File: src/rtl/saturn_bus_ctrl.sv
// Saturn bus initiator: CPU nibble-transfer request -> command/address/data nibble stream.
// Optional SATURN_BUS_ADDR_CACHE_EN skips pointer loads when the shadow pointer already matches.
module saturn_bus_ctrl #(
  parameter int MAX_NIBS = 16
) (
  input  logic                    i_clk,
  input  logic                    i_reset,
  input  logic                    i_clk_en,
  input  logic                    i_req,
  input  logic                    i_req_ptr,
  input  logic                    i_req_write,
  input  logic [19:0]             i_req_addr,
  input  logic [3:0]              i_req_len,
  input  logic [4*MAX_NIBS-1:0]   i_wdata,
  output logic                    o_busy,
  output logic                    o_done,
  output logic [4*MAX_NIBS-1:0]   o_rdata,
  output logic                    o_bus_clk_en,
  output logic                    o_bus_is_data,
  output logic [3:0]              o_bus_nibble_out,
  input  logic [3:0]              i_bus_nibble_in
);
  localparam logic [3:0] CMD_PC_READ  = 4'h2;
  localparam logic [3:0] CMD_DP_READ  = 4'h3;
  localparam logic [3:0] CMD_PC_WRITE = 4'h4;
  localparam logic [3:0] CMD_DP_WRITE = 4'h5;
  localparam logic [3:0] CMD_LOAD_PC  = 4'h6;
  localparam logic [3:0] CMD_LOAD_DP  = 4'h7;

`ifdef SATURN_BUS_ADDR_CACHE_EN
  localparam logic USE_CACHE = 1'b1;
`else
  localparam logic USE_CACHE = 1'b0;
`endif

  // state names the item currently driven on the bus
  typedef enum logic [2:0] {S_IDLE, S_LOAD, S_ADDR, S_XFER, S_DATA, S_TAIL} state_t;

  state_t                  state;
  logic                    ptr_q, wr_q;
  logic [19:0]             addr_q, addr_sh;
  logic [3:0]              nlast, cnt;
  logic [4*MAX_NIBS-1:0]   wdata_q;
  logic [19:0]             sh_pc, sh_dp;
  logic                    vld_pc, vld_dp;
  logic [19:0]             sel_sh;
  logic                    sel_vld, hit;
  logic [4:0]              nibs;

  assign sel_sh  = i_req_ptr ? sh_dp : sh_pc;
  assign sel_vld = i_req_ptr ? vld_dp : vld_pc;
  assign hit     = USE_CACHE && sel_vld && (sel_sh == i_req_addr);
  assign nibs    = {1'b0, nlast} + 5'd1;

  function automatic logic [3:0] xfer_cmd(input logic dp, input logic wr);
    case ({dp, wr})
      2'b00:   return CMD_PC_READ;
      2'b01:   return CMD_PC_WRITE;
      2'b10:   return CMD_DP_READ;
      default: return CMD_DP_WRITE;
    endcase
  endfunction

  always_ff @(posedge i_clk or negedge i_reset) begin
    if (!i_reset) begin
      state            <= S_IDLE;
      ptr_q            <= 1'b0;
      wr_q             <= 1'b0;
      addr_q           <= '0;
      addr_sh          <= '0;
      nlast            <= '0;
      cnt              <= '0;
      wdata_q          <= '0;
      sh_pc            <= '0;
      sh_dp            <= '0;
      vld_pc           <= 1'b0;
      vld_dp           <= 1'b0;
      o_busy           <= 1'b0;
      o_done           <= 1'b0;
      o_rdata          <= '0;
      o_bus_clk_en     <= 1'b0;
      o_bus_is_data    <= 1'b0;
      o_bus_nibble_out <= '0;
    end else begin
      // done is a single i_clk pulse, independent of the clock enable
      o_done <= 1'b0;
      if (i_clk_en) begin
        case (state)
          S_IDLE: if (i_req) begin
            ptr_q        <= i_req_ptr;
            wr_q         <= i_req_write;
            addr_q       <= i_req_addr;
            nlast        <= i_req_len - 4'd1;
            wdata_q      <= i_wdata;
            cnt          <= '0;
            o_busy       <= 1'b1;
            o_bus_clk_en <= 1'b1;
            o_bus_is_data <= 1'b0;
            if (!i_req_write) o_rdata <= '0;
            if (hit) begin
              state            <= S_XFER;
              o_bus_nibble_out <= xfer_cmd(i_req_ptr, i_req_write);
            end else begin
              state            <= S_LOAD;
              o_bus_nibble_out <= i_req_ptr ? CMD_LOAD_DP : CMD_LOAD_PC;
            end
          end
          S_LOAD: begin
            state            <= S_ADDR;
            cnt              <= '0;
            o_bus_is_data    <= 1'b1;
            o_bus_nibble_out <= addr_q[3:0];
            addr_sh          <= addr_q >> 4;
          end
          S_ADDR: if (cnt != 4'd4) begin
            cnt              <= cnt + 4'd1;
            o_bus_nibble_out <= addr_sh[3:0];
            addr_sh          <= addr_sh >> 4;
          end else begin
            cnt <= '0;
            if (ptr_q) begin sh_dp <= addr_q; vld_dp <= 1'b1; end
            else       begin sh_pc <= addr_q; vld_pc <= 1'b1; end
            // after a load the responder is already in read mode
            if (wr_q) begin
              state            <= S_XFER;
              o_bus_is_data    <= 1'b0;
              o_bus_nibble_out <= xfer_cmd(ptr_q, 1'b1);
            end else begin
              state            <= S_DATA;
              o_bus_nibble_out <= '0;
            end
          end
          S_XFER: begin
            state            <= S_DATA;
            cnt              <= '0;
            o_bus_is_data    <= 1'b1;
            o_bus_nibble_out <= wr_q ? wdata_q[3:0] : 4'h0;
          end
          S_DATA: begin
            if (!wr_q && cnt != 4'd0)
              o_rdata[{cnt - 4'd1, 2'b00} +: 4] <= i_bus_nibble_in;
            if (cnt == nlast) begin
              if (ptr_q) begin sh_dp <= addr_q + {15'd0, nibs}; vld_dp <= 1'b1; end
              else       begin sh_pc <= addr_q + {15'd0, nibs}; vld_pc <= 1'b1; end
              o_bus_clk_en     <= 1'b0;
              o_bus_is_data    <= 1'b0;
              o_bus_nibble_out <= '0;
              if (wr_q) begin
                state  <= S_IDLE;
                o_busy <= 1'b0;
                o_done <= 1'b1;
              end else begin
                state <= S_TAIL;
              end
            end else begin
              cnt              <= cnt + 4'd1;
              o_bus_nibble_out <= wr_q ? wdata_q[{cnt + 4'd1, 2'b00} +: 4] : 4'h0;
            end
          end
          S_TAIL: begin
            o_rdata[{nlast, 2'b00} +: 4] <= i_bus_nibble_in;
            state  <= S_IDLE;
            o_busy <= 1'b0;
            o_done <= 1'b1;
          end
          default: state <= S_IDLE;
        endcase
      end
    end
  end
endmodule

File: config.mk
export PLATFORM = sky130hd
export DESIGN_NAME = saturn_bus_ctrl
export DESIGN_NICKNAME = d
export VERILOG_FILES = /design/src/rtl/saturn_bus_ctrl.sv
export SDC_FILE = /design/constraint.sdc
export NUM_CORES = 1
export LEC_CHECK = 0
export BUFFER_PORTS_ARGS = -buffer_cell sky130_fd_sc_hd__buf_2
export CORE_MARGIN = 2
export CORE_UTILIZATION = 45
export CTS_BUF_LIST = sky130_fd_sc_hd__clkbuf_8 sky130_fd_sc_hd__clkbuf_16
export CTS_CLUSTER_SIZE = 8
export DETAILED_ROUTE_END_ITERATION = 12
export GPL_ROUTABILITY_DRIVEN = 0
export PLACE_DENSITY_LB_ADDON = 0.2
export SLEW_MARGIN = 30
export SYNTH_ARGS = -nofsm -noshare
export SYNTH_HDL_FRONTEND = slang
export SYNTH_SLANG_ARGS = --single-unit
export TNS_END_PERCENT = 5
File: constraint.sdc
create_clock -name i_clk -period 2.9 [get_ports i_clk]
set_input_delay 0.29 -clock i_clk [delete_from_list [all_inputs] [get_ports i_clk]]
set_output_delay 0.29 -clock i_clk [all_outputs]
set_load 0.01 [all_outputs]
==> insert_results.sql, run 1 <==
INSERT INTO impl_metrics (metric_group, metric, value, unit) VALUES
('floorplanning', 'fp.dieArea', '21700', 'um^2'),
('synthesis', 'register_bit_total_from_synthesis', '185', ''),
('synthesis', 'post_synth_arst_share', '1.00', ''),
('cells_and_area', 'footprint_of_the_multi_input_gates', '4320', 'um^2'),
('sta', 'grt_setup_unrepaired', 'false', ''),
('synthesis', 'synth.most_common_cell', 'sky130_fd_sc_hd__nand2_1', ''),
('synthesis', 'synth_area_leaders', 'sky130_fd_sc_hd__dfrtp_1, sky130_fd_sc_hd__nand2_1, sky130_fd_sc_hd__mux4_2', ''),
('critical_path', 'critPathKind', 'register to register', ''),
('sta', 'tightest_slew', '0.734', 'ns'),
('job', 'maxCapViolCount', '0', ''),
('cells_and_area', 'finish.net_count', '1280', ''),
('floorplanning', 'pin_count', '170', ''),
('sta', 'totalNegativeSetupSlack', '0', 'ns'),
('global_routing', 'grt.met3_usage', '0.0377', ''),
('cells_and_area', 'final_layout_size_suffix_gt1_frac', '0.230', ''),
('critical_path', 'critPathArrivalTime', '2.97', 'ns'),
('sta', 'finalHoldViolCount', '0', ''),
('global_routing', 'grt_overflow_total', '0', ''),
('run_status', 'outcome', 'finished, final reports clean', ''),
('clocking', 'clk_transition_reported_paths', '0.07', 'ns'),
('sta', 'fmax', '373', 'MHz'),
('sta', 'finalSetupViolations', '0', ''),
('clocking', 'cts_buffers', '17', ''),
('clocking', 'cts-root-to-sink-buffers', '2', ''),
('global_routing', 'grt_busiest_layer', 'met2', ''),
('clocking', 'clk_root_buffer_cell', 'sky130_fd_sc_hd__clkbuf_16', ''),
('placement', 'placement.io_buffers', '169', ''),
('cells_and_area', 'antenna-diode-count', '0', ''),
('floorplanning', 'dieWidth', '147', 'um'),
('pwr', 'power.density', '960', 'nW/um^2'),
('pwr', 'total_leakage_power', '5.50', 'nW'),
('clocking', 'htree_levels', '4', ''),
('sta', 'final_critical_path_setup_slack', '0.217', 'ns'),
('detailed_routing', 'final_antenna_net_count', '0', ''),
('synthesis', 'postSynthCellCount', '1016', ''),
('synthesis', 'yosys_warnings', '0', ''),
('cells_and_area', 'finish.utilization', '0.552', ''),
('cells_and_area', 'number_of_inserted_filler_cells_in_the_final_layout', '1871', ''),
('synthesis', 'synth_edf_count', '0', ''),
('min_path', 'hold_class', 'input port to register', ''),
('sta', 'drv_slew', '0', ''),
('synthesis', 'post_synthesis_cell_area', '9260', 'um^2'),
('detailed_routing', 'vias', '7852', ''),
('clocking', 'cts_tree', 'built', ''),
('critical_path', 'worstSetupEndpointType', 'register', ''),
('synthesis', 'net_count_after_synthesis', '1122', ''),
('global_routing', 'grt.met1_usage', '0.308', ''),
('global_routing', 'antenna_found_initial', '0', ''),
('synthesis', 'synthFlopType', 'sky130_fd_sc_hd__dfrtp_1', ''),
('global_routing', 'grt_start_max_net_pins', '86', ''),
('detailed_routing', 'drt-pass1-iter-count', '5', ''),
('clocking', 'number_of_clock_sinks', '185', ''),
('synthesis', 'synth_largest_area_cell', 'sky130_fd_sc_hd__dfrtp_1', ''),
('placement', 'detailedPlacementHpwl', '17.3', 'mm'),
('synthesis', 'synth_top_cells_by_count', 'sky130_fd_sc_hd__nand2_1, sky130_fd_sc_hd__dfrtp_1, sky130_fd_sc_hd__nor2_1', ''),
('clocking', 'post-cts-setup-buffers', '0', ''),
('synthesis', 'synthDistinctLibCells', '63', ''),
('floorplanning', 'floorplan.core_area', '20200', 'um^2'),
('sta', 'final_min_period_over_clock_period', '0.925', ''),
('global_routing', 'all_layer_global_routing_usage', '0.225', ''),
('detailed_routing', 'drcViolationCount', '0', ''),
('detailed_routing', 'vias_per_cell', '5.39', ''),
('floorplanning', 'initial_utilization', '0.458', ''),
('critical_path', 'worst_path_cell_chain', 'buf_4, nor3_1, a311oi_4, nor2_4, or3b_4, a221oi_4, o221ai_1', ''),
('synthesis', 'synth_top_cell_area_share', '0.500', ''),
('global_routing', 'grt_pass1_vias', '7548', ''),
('synthesis', 'portion_of_the_post_synthesis_area_used_by_sequential_elements', '0.500', ''),
('placement', 'placement.setup.worst_slack', '0.146', 'ns'),
('detailed_routing', 'wirelength', '24.1', 'mm'),
('critical_path', 'crit_path_slowest_cell', 'sky130_fd_sc_hd__nor3_1', ''),
('floorplanning', 'placement_rows', '52', '');
## cell type report
cell class	instances	area share
Sequential cell	185	0.414
Multi-Input combinational cell	730	0.386
Timing Repair Buffer	202	0.102
Clock buffer	18	0.0393
Tap cell	270	0.0302
Clock inverter	14	0.0153
Inverter	38	0.0128
## power breakdown
part           total (W)  internal [W]  switching (W)
sequential       0.00398       0.00342       0.000559
clock            0.00242       0.00139        0.00103
combinational    0.00433       0.00172        0.00261
## stage by stage
| step | total power, W | instance area [um^2] |
|---|---|---|
| 2_1_floorplan | 0.00706 | 9300 |
| 3_3_place_gp | 0.00824 | 10500 |
| 3_5_place_dp | 0.00833 | 10500 |
| 4_1_cts | 0.0108 | 11200 |
| 5_1_grt | 0.0115 | 11200 |
| 6_report | 0.0107 | 11200 |
## cells by family (layout without fill, tap and decap cells)
group	count (synthesis)	count (layout)	share of synthesized area
AO/OA/AOI/OAI	195	195	0.161
buffers and inverters	101	272	0.0419
adder cells (fa/ha/maj)	8	8	0.0108
flip-flops	185	185	0.500
multiplexers	24	24	0.0477
AND/OR/NAND/NOR	488	488	0.225
XOR/XNOR	15	15	0.0142
## critical path: cells and delay by family (launching register included)
kind,cells,cell delay (ns)
buffers and inverters,1,0.18
AO/OA/AOI/OAI,3,0.70
AND/OR/NAND/NOR,3,1.24
flip-flops,1,0.43
## state kept, by name (all words and copies together), names as in the netlist, 3 cells and up
| name | count |
|---|---|
| cnt | 4 |
| addr_sh | 16 |
| nlast | 4 |
| addr_q | 20 |
| state | 3 |
| wdata_q | 64 |
| o_bus_nibble_out | 4 |
| o_rdata | 64 |
## layer usage
metal	vias up	share of wire
li1	3832	-
met1	3721	0.46
met2	249	0.47
met3	50	0.046
met4	0	0.026
met5	-	0
## what timing repair did
| action | CTS | global route |
|---|---|---|
| hold endpoints to repair | 74 | 0 |
| gates resized for setup | 0 | 2 |
| setup endpoints to repair | 0 | 10 |
| hold buffers | 1 | 0 |
## worst paths after layout
path                                start           to  slack, ns  cells after the start
setup / recovery                   cnt[1]  o_rdata[63]       0.22                      7
hold / removal             i_req_addr[17]   addr_q[17]       0.04                      3
setup reg to reg                   cnt[1]  o_rdata[63]       0.22                      7
hold reg to reg                    o_busy       o_busy       0.47                      2
max in group asynchronous         i_reset  wdata_q[23]       1.64                      3
min in group asynchronous         i_reset  o_rdata[48]       0.47                      2
## placed cells by master, fill, tap and decap left out, types with 9 or more instances in the layout
| cell | netlist | layout |
|---|---|---|
| sky130_fd_sc_hd__o221ai_1 | 16 | 16 |
| sky130_fd_sc_hd__nand2_1 | 329 | 329 |
| sky130_fd_sc_hd__buf_4 | 0 | 29 |
| sky130_fd_sc_hd__nor2_1 | 63 | 63 |
| sky130_fd_sc_hd__a221o_1 | 24 | 24 |
| sky130_fd_sc_hd__o21ai_0 | 36 | 36 |
| sky130_fd_sc_hd__nand3_1 | 28 | 27 |
| sky130_fd_sc_hd__dfrtp_1 | 185 | 185 |
| sky130_fd_sc_hd__mux4_2 | 16 | 16 |
| sky130_fd_sc_hd__nor2b_1 | 11 | 11 |
| sky130_fd_sc_hd__xnor2_1 | 10 | 9 |
| sky130_fd_sc_hd__nor3_1 | 10 | 9 |
| sky130_fd_sc_hd__a31oi_1 | 19 | 19 |
| sky130_fd_sc_hd__inv_1 | 38 | 40 |
| sky130_fd_sc_hd__clkbuf_16 | 0 | 17 |
| sky130_fd_sc_hd__a22o_1 | 30 | 30 |
| sky130_fd_sc_hd__buf_2 | 7 | 168 |
| sky130_fd_sc_hd__a21oi_1 | 22 | 22 |
Power figures use the tool's default switching activity.
==> run 2: changes to the inputs <==
- ABC_AREA: not set -> 1
==> run 2 against run 1 <==
Compared with the run above: critical path depth increased by 4; sequential power about the same; core utilization down 1.7 points; hold slack worse by 0.0091 ns; non-clock buffer count decreased by 9; sequential cell count is the same; register-to-register slack better by 0.11 ns; global-route usage is 2.6 points higher; combinational power fell by 1%.
==> insert_results.sql, run 2 <==
INSERT INTO impl_metrics (metric_group, metric, value, unit) VALUES
('clocking', 'cts_buffers', '17', ''),
('cells_and_area', 'finish.net_count', '1623', ''),
('sta', 'drv_slew', '0', ''),
('synthesis', 'yosys_warnings', '0', ''),
('synthesis', 'synth_top_cell_area_share', '0.472', ''),
('cells_and_area', 'final_layout_size_suffix_gt1_frac', '0.165', ''),
('pwr', 'worst_ir_drop_on_vdd', '0.000468', 'V'),
('synthesis', 'portion_of_the_post_synthesis_area_used_by_sequential_elements', '0.472', ''),
('critical_path', 'critPathArrivalTime', '2.90', 'ns'),
('critical_path', 'worstSetupEndpointType', 'register', ''),
('detailed_routing', 'vias', '9325', ''),
('detailed_routing', 'drcViolationCount', '0', ''),
('floorplanning', 'placement_rows', '54', ''),
('critical_path', 'cp_max_fo', '19', ''),
('pwr', 'total_leakage_power', '6.03', 'nW'),
('critical_path', 'crit_path_slowest_cell', 'sky130_fd_sc_hd__dfrtp_1', ''),
('sta', 'post-route-min-period', '2.57', 'ns'),
('critical_path', 'timing.critical_path.max_delay_family', 'simple AND/OR/NAND/NOR gates', ''),
('sta', 'finalHoldViolCount', '0', ''),
('cells_and_area', 'most_frequent_cells_in_the_layout', 'sky130_fd_sc_hd__nand2_1, sky130_fd_sc_hd__dfrtp_1, sky130_fd_sc_hd__nor2_1, sky130_fd_sc_hd__buf_2, sky130_fd_sc_hd__inv_1', ''),
('sta', 'fmax', '389', 'MHz'),
('synthesis', 'synthFlopType', 'sky130_fd_sc_hd__dfrtp_1', ''),
('clocking', 'htree_levels', '4', ''),
('floorplanning', 'initial_utilization', '0.454', ''),
('critical_path', 'setup.worst_path.start_class', 'register', ''),
('floorplanning', 'die_height', '152', 'um'),
('detailed_routing', 'final_antenna_net_count', '0', ''),
('global_routing', 'antenna_found_initial', '0', ''),
('synthesis', 'synth_largest_area_cell', 'sky130_fd_sc_hd__dfrtp_1', ''),
('synthesis', 'post_synth_arst_share', '1.00', ''),
('clocking', 'cts-root-to-sink-buffers', '2', ''),
('sta', 'totalNegativeSetupSlack', '0', 'ns'),
('job', 'maxCapViolCount', '0', ''),
('clocking', 'cts_tree', 'built', ''),
('synthesis', 'synth_edf_count', '0', ''),
('cells_and_area', 'mostFrequentLayoutCell', 'sky130_fd_sc_hd__nand2_1', ''),
('floorplanning', 'floorplan.core_area', '21600', 'um^2'),
('synthesis', 'synth.most_common_cell', 'sky130_fd_sc_hd__nand2_1', ''),
('clocking', 'clk_transition_reported_paths', '0.08', 'ns'),
('sta', 'headroom_to_the_max_slew_limit', '0.352', ''),
('run_status', 'outcome', 'finished, final reports clean', ''),
('clocking', 'post-cts-setup-buffers', '0', ''),
('critical_path', 'crit_path_frequent_cell', 'sky130_fd_sc_hd__nand2_1', ''),
('critical_path', 'sum_of_buffers_and_inverters_on_the_critical_path', '3', ''),
('sta', 'setup_skew_after_layout', '0.0150', 'ns'),
('cells_and_area', 'finish.utilization', '0.536', ''),
('synthesis', 'syn_area_per_cell', '7.21', 'um^2'),
('critical_path', 'critPathKind', 'register to register', ''),
('cells_and_area', 'antenna-diode-count', '0', ''),
('min_path', 'hold_class', 'input port to register', ''),
('pwr', 'power.density', '929', 'nW/um^2'),
('clocking', 'clock_latency_on_the_worst_skew_pair', '0.45', 'ns'),
('synthesis', 'net_count_after_synthesis', '1466', ''),
('global_routing', 'grt_overflow_total', '0', ''),
('clocking', 'clk_root_buffer_cell', 'sky130_fd_sc_hd__clkbuf_16', ''),
('detailed_routing', 'wirelength', '27.5', 'mm'),
('cells_and_area', 'syn_to_final_growth', '18.1', '%'),
('placement', 'placement.io_buffers', '169', ''),
('sta', 'final_min_period_over_clock_period', '0.887', ''),
('synthesis', 'post_synthesis_cell_area', '9810', 'um^2'),
('cells_and_area', 'largestRegisters', 'o_rdata: 64 flops, wdata_q: 64 flops, addr_q: 20 flops', ''),
('detailed_routing', 'vias_per_cell', '5.15', ''),
('critical_path', 'worst_path_cell_chain', 'inv_1, ha_1, buf_4, inv_1, nor2_1, a21oi_1, nand2_1, nor2_2, nand2_1, o211ai_1, nand2_1', ''),
('floorplanning', 'pin_count', '170', ''),
('global_routing', 'grt_start_max_net_pins', '104', ''),
('sta', 'grt_setup_unrepaired', 'false', ''),
('sta', 'finalSetupViolations', '0', ''),
('placement', 'detailedPlacementHpwl', '19.8', 'mm'),
('detailed_routing', 'number_of_violations_reported_at_the_end_of_detailed_routing_iteration_0', '863', ''),
('synthesis', 'register_bit_total_from_synthesis', '185', ''),
('synthesis', 'postSynthCellCount', '1360', ''),
('synthesis', 'synth_top_cells_by_count', 'sky130_fd_sc_hd__nand2_1, sky130_fd_sc_hd__dfrtp_1, sky130_fd_sc_hd__nor2_1', ''),
('floorplanning', 'dieWidth', '152', 'um'),
('critical_path', 'critPathMaxStageDelay', '0.50', 'ns'),
('clocking', 'number_of_clock_sinks', '185', ''),
('detailed_routing', 'drt-pass1-iter-count', '5', ''),
('global_routing', 'grt_pass1_vias', '9084', ''),
('global_routing', 'all_layer_global_routing_usage', '0.251', ''),
('floorplanning', 'fp.dieArea', '23000', 'um^2'),
('sta', 'tightest_slew', '0.965', 'ns'),
('synthesis', 'synth_area_leaders', 'sky130_fd_sc_hd__dfrtp_1, sky130_fd_sc_hd__nand2_1, sky130_fd_sc_hd__nor2_1', ''),
('critical_path', 'worstPathRequired', '3.23', 'ns'),
('detailed_routing', 'wire_per_inst', '15.2', 'um'),
('global_routing', 'global_route_wire_length_before_repair', '45.5', 'mm'),
('synthesis', 'synthDistinctLibCells', '37', '');
## run 2: cell count changes after synthesis, moves of 19 or more
| cell | change |
|---|---|
| sky130_fd_sc_hd__nand2_1 | +151 |
| sky130_fd_sc_hd__nor2_1 | +115 |
| sky130_fd_sc_hd__nand3_1 | +80 |
| sky130_fd_sc_hd__inv_1 | +71 |
| sky130_fd_sc_hd__o21ai_0 | +36 |
| sky130_fd_sc_hd__a21oi_1 | +32 |
| sky130_fd_sc_hd__clkbuf_1 | -31 |
| sky130_fd_sc_hd__a22o_1 | -30 |
| sky130_fd_sc_hd__a221o_1 | -24 |
| sky130_fd_sc_hd__o211ai_1 | +20 |
| sky130_fd_sc_hd__a31oi_1 | -19 |
| sky130_fd_sc_hd__buf_2 | +19 |
## run 2: timing repair
| item | CTS | global route |
|---|---|---|
| resized for setup | 0 | 1 |
| setup endpoints to repair | 0 | 6 |
| hold buffers | 1 | 0 |
| hold endpoints to repair | 48 | 0 |
## run 2: stage by stage
stage	cells	cell area (um^2)	hold WS (ns)	setup slack (ns)	power [W]
global route	1810	11600	0.0428	0.0819	0.0116
global placement	1777	10900	0.274	0.343	0.00818
detailed placement	1777	10900	0.277	0.253	0.00829
floorplan	1360	9810	-0.00559	0.760	0.00694
CTS	1810	11600	0.0275	0.241	0.0108
finish	1810	11600	0.0338	0.326	0.0108
## run 2: final timing paths
| check | startpoint | endpoint | depth (start not counted) | slack (ns) |
|---|---|---|---|---|
| setup / recovery | cnt[1] | o_rdata[17] | 11 | 0.33 |
| hold / removal | i_req_addr[14] | addr_q[14] | 3 | 0.03 |
| setup reg to reg | cnt[1] | o_rdata[17] | 11 | 0.33 |
| hold reg to reg | o_rdata[56] | o_rdata[56] | 2 | 0.47 |
| max in group asynchronous | i_reset | o_rdata[14] | 3 | 1.57 |
| min in group asynchronous | i_reset | o_rdata[31] | 2 | 0.39 |
## run 2: routing by layer
layer	vias to the layer above	track usage	routed length, um
li1	4641	-	-
met1	4306	0.334	12100
met2	327	0.419	13200
met3	51	0.0308	1560
met4	0	0.0968	668
met5	-	0	0
## run 2: area by class of cell
cell class | count | area [um^2]
Fill cell | 2212 | 10000
Clock buffer | 17 | 425
Multi-Input combinational cell | 1002 | 4480
Clock inverter | 15 | 198
Timing Repair Buffer | 193 | 1060
Sequential cell | 185 | 4630
Tap cell | 280 | 350
Inverter | 118 | 443
## run 2: power by group
part,total [W],switching [W],internal (W)
Sequential,0.00400,0.000528,0.00347
Combinational,0.00428,0.00291,0.00136
Clock,0.00249,0.00116,0.00132
## run 2: worst reg2reg max path, cell delays in order, from the launching register on
cell and delay (ns):
sky130_fd_sc_hd__dfrtp_1 0.50, sky130_fd_sc_hd__inv_1 0.15, sky130_fd_sc_hd__ha_1 0.32, sky130_fd_sc_hd__buf_4 0.21, sky130_fd_sc_hd__inv_1 0.15, sky130_fd_sc_hd__nor2_1 0.07
sky130_fd_sc_hd__a21oi_1 0.35, sky130_fd_sc_hd__nand2_1 0.18, sky130_fd_sc_hd__nor2_2 0.28, sky130_fd_sc_hd__nand2_1 0.11, sky130_fd_sc_hd__o211ai_1 0.09, sky130_fd_sc_hd__nand2_1 0.07
## run 2: cell families (layout without fill, tap and decap cells)
family                   after synthesis  count (layout)  synth area share
buffers and inverters                173             343            0.0726
XOR/XNOR                               9               9           0.00804
AND/OR/NAND/NOR                      810             810             0.337
AO/OA/AOI/OAI                        175             175             0.101
flip-flops                           185             185             0.472
adder cells (fa/ha/maj)                8               8            0.0102
==> run 3: changes to the inputs <==
==> constraint.sdc (replaced) <==
create_clock -name i_clk -period 2.9 [get_ports i_clk]
set_input_delay 0 -clock i_clk [delete_from_list [all_inputs] [get_ports i_clk]]
set_output_delay 0 -clock i_clk [all_outputs]
set_load 0.02 [all_outputs]
==> run 3 against run 2 <==
Compared with the run above: via count grew 5.0%; non-clock buffer count is 99 higher; routed wire length grew 4.3%; fmax is 3.5% higher; count of clock-buffer cells in the layout unchanged; worst setup slack better by 0.087 ns; first-iteration DRC count up 4.3%; critical path depth unchanged; sequential power barely moved; sequential share of layout area down 3.1 points; largest cell class unchanged.
==> insert_results.sql, run 3 (synthesized netlist as in run 2, its figures left out) <==
INSERT INTO impl_metrics (metric_group, metric, value, unit) VALUES
('run_status', 'outcome', 'finished, final reports clean', ''),
('critical_path', 'worstPathRequired', '3.22', 'ns'),
('global_routing', 'all_layer_global_routing_usage', '0.257', ''),
('floorplanning', 'pin_count', '170', ''),
('clocking', 'number_of_clock_sinks', '185', ''),
('pwr', 'internal-power', '0.00610', 'W'),
('critical_path', 'setup.worst_path.start_class', 'register', ''),
('critical_path', 'critPathMaxStageDelay', '0.47', 'ns'),
('critical_path', 'critPathKind', 'register to register', ''),
('sta', 'post-route-min-period', '2.49', 'ns'),
('cells_and_area', 'antenna-diode-count', '0', ''),
('critical_path', 'crit_path_frequent_cell', 'sky130_fd_sc_hd__nand2_1', ''),
('cells_and_area', 'most_frequent_cells_in_the_layout', 'sky130_fd_sc_hd__nand2_1, sky130_fd_sc_hd__dfrtp_1, sky130_fd_sc_hd__nor2_1, sky130_fd_sc_hd__buf_2, sky130_fd_sc_hd__inv_1', ''),
('pwr', 'fraction_of_power_consumed_by_combinational_cells', '0.420', ''),
('detailed_routing', 'number_of_violations_reported_at_the_end_of_detailed_routing_iteration_0', '900', ''),
('floorplanning', 'floorplan.core_area', '21600', 'um^2'),
('floorplanning', 'fp.dieArea', '23000', 'um^2'),
('detailed_routing', 'wire_per_inst', '15.0', 'um'),
('floorplanning', 'dieWidth', '152', 'um'),
('detailed_routing', 'wirelength', '28.7', 'mm'),
('global_routing', 'grt_start_max_net_pins', '105', ''),
('detailed_routing', 'drcViolationCount', '0', ''),
('sta', 'headroom_to_the_max_slew_limit', '0.412', ''),
('pwr', 'total_leakage_power', '6.43', 'nW'),
('cells_and_area', 'post-route-cell-area', '12500', 'um^2'),
('critical_path', 'worstSetupEndpointType', 'register', ''),
('clocking', 'cts-root-to-sink-buffers', '2', ''),
('cells_and_area', 'final_layout_size_suffix_gt1_frac', '0.154', ''),
('critical_path', 'cp_max_fo', '19', ''),
('pwr', 'worst_ir_drop_on_vdd', '0.000488', 'V'),
('clocking', 'clk_transition_reported_paths', '0.08', 'ns'),
('detailed_routing', 'vias_per_cell', '5.13', ''),
('floorplanning', 'placement_rows', '54', ''),
('cells_and_area', 'largestRegisters', 'o_rdata: 64 flops, wdata_q: 64 flops, addr_q: 20 flops', ''),
('critical_path', 'worst_path_cell_chain', 'inv_1, ha_1, buf_4, inv_1, nor2_1, a21oi_1, nand2_1, nor2_2, nand2_1, o211ai_1, nand2_1', ''),
('detailed_routing', 'final_antenna_net_count', '0', ''),
('placement', 'placed_cell_area', '11000', 'um^2'),
('sta', 'grt_setup_unrepaired', 'false', ''),
('sta', 'drv_slew', '0', ''),
('clocking', 'cts_tree', 'built', ''),
('detailed_routing', 'drt-pass1-iter-count', '6', ''),
('clocking', 'clock_latency_on_the_worst_skew_pair', '0.44', 'ns'),
('clocking', 'htree_levels', '4', ''),
('critical_path', 'critPathArrivalTime', '2.81', 'ns'),
('pwr', 'p_total', '0.0109', 'W'),
('sta', 'finalHoldViolCount', '0', ''),
('sta', 'totalNegativeSetupSlack', '0', 'ns'),
('placement', 'placedCellCount', '1778', ''),
('min_path', 'hold_class', 'input port to register', ''),
('cells_and_area', 'fin_cells', '1909', ''),
('cells_and_area', 'syn_to_final_growth', '27.9', '%'),
('sta', 'fmax', '402', 'MHz'),
('global_routing', 'grt_busiest_layer', 'met2', ''),
('critical_path', 'crit_path_slowest_cell', 'sky130_fd_sc_hd__dfrtp_1', ''),
('sta', 'setup_skew_after_layout', '0.0121', 'ns'),
('clocking', 'clk_root_buffer_cell', 'sky130_fd_sc_hd__clkbuf_16', ''),
('pwr', 'power_switching_share', '0.439', ''),
('global_routing', 'grt_pass1_vias', '9409', ''),
('clocking', 'cts_buffers', '17', ''),
('floorplanning', 'die_height', '152', 'um'),
('global_routing', 'grt_overflow_total', '0', ''),
('global_routing', 'grt.met1_usage', '0.338', ''),
('cells_and_area', 'mostFrequentLayoutCell', 'sky130_fd_sc_hd__nand2_1', ''),
('global_routing', 'antenna_found_initial', '0', ''),
('pwr', 'clock_power_share', '0.213', ''),
('pwr', 'power.density', '866', 'nW/um^2'),
('clocking', 'post-cts-setup-buffers', '0', ''),
('sta', 'finalSetupViolations', '0', ''),
('pwr', 'power.switching', '0.00477', 'W'),
('floorplanning', 'initial_utilization', '0.454', ''),
('placement', 'placement.io_buffers', '169', ''),
('placement', 'detailedPlacementHpwl', '19.6', 'mm'),
('pwr', 'share_seq_of_total_power', '0.367', ''),
('sta', 'tightest_slew', '0.875', 'ns'),
('global_routing', 'global_route_wire_length_before_repair', '46.6', 'mm'),
('sta', 'final_min_period_over_clock_period', '0.857', ''),
('detailed_routing', 'vias', '9795', ''),
('cells_and_area', 'finish.net_count', '1722', ''),
('global_routing', 'grt.met3_usage', '0.0317', ''),
('job', 'maxCapViolCount', '0', ''),
('global_routing', 'met2_track_utilization_from_global_routing', '0.439', '');
[run 3: repair_timing]
action | CTS | global route
hold buffers | 99 | 0
gates resized for setup | 0 | 0
endpoints found under the hold margin | 167 | 0
[run 3: cell type report]
cell class / count / area [um^2]
Timing Repair Buffer: 292 / 2060
Inverter: 118 / 443
Tap cell: 280 / 350
Sequential cell: 185 / 4630
Multi-Input combinational cell: 1002 / 4480
Clock inverter: 15 / 160
Clock buffer: 17 / 425
Fill cell: 2056 / 9070
[run 3: path summary, 6_finish.rpt]
| check | slack (ns) | from | to | depth (start not counted) |
|---|---|---|---|---|
| max | 0.41 | cnt[1] | o_rdata[17] | 11 |
| min | 0.005 | i_req | addr_q[4] | 5 |
| max reg2reg | 0.41 | cnt[1] | o_rdata[17] | 11 |
| min reg2reg | 0.47 | wdata_q[39] | wdata_q[39] | 2 |
| max in group asynchronous | 1.83 | i_reset | o_bus_nibble_out[0] | 3 |
| min in group asynchronous | 0.15 | i_reset | o_rdata[41] | 2 |
[run 3: power groups by stage]
stage               sequential [W]  clock [W]  combinational (W)
finish                     0.00399    0.00231            0.00457
CTS                        0.00399    0.00234            0.00454
floorplan                  0.00411          0            0.00297
detailed placement         0.00403          0            0.00440
global placement           0.00402          0            0.00432
global route               0.00409    0.00246            0.00516
[run 3: critical path: cells and delay by family (launching register included)]
kind	cells	cell delay [ns]
adder cells (fa/ha/maj)	1	0.30
flip-flops	1	0.47
AO/OA/AOI/OAI	2	0.42
buffers and inverters	3	0.48
AND/OR/NAND/NOR	5	0.70
[run 3: stage by stage]
| step | hold slack [ns] | setup WS (ns) | utilization |
|---|---|---|---|
| global route | 0.0258 | 0.168 | 0.580 |
| floorplan | -0.296 | 0.758 | - |
| detailed placement | 0.0665 | 0.431 | 0.507 |
| CTS | 0.00333 | 0.423 | 0.580 |
| global placement | 0.0679 | 0.522 | 0.507 |
| finish | 0.00514 | 0.414 | 0.580 |
[run 3: per-layer routing]
metal | up-vias | part of all wire
met5 | - | 0
met4 | 0 | 0.027
met1 | 4548 | 0.44
li1 | 4846 | -
met2 | 338 | 0.49
met3 | 63 | 0.048
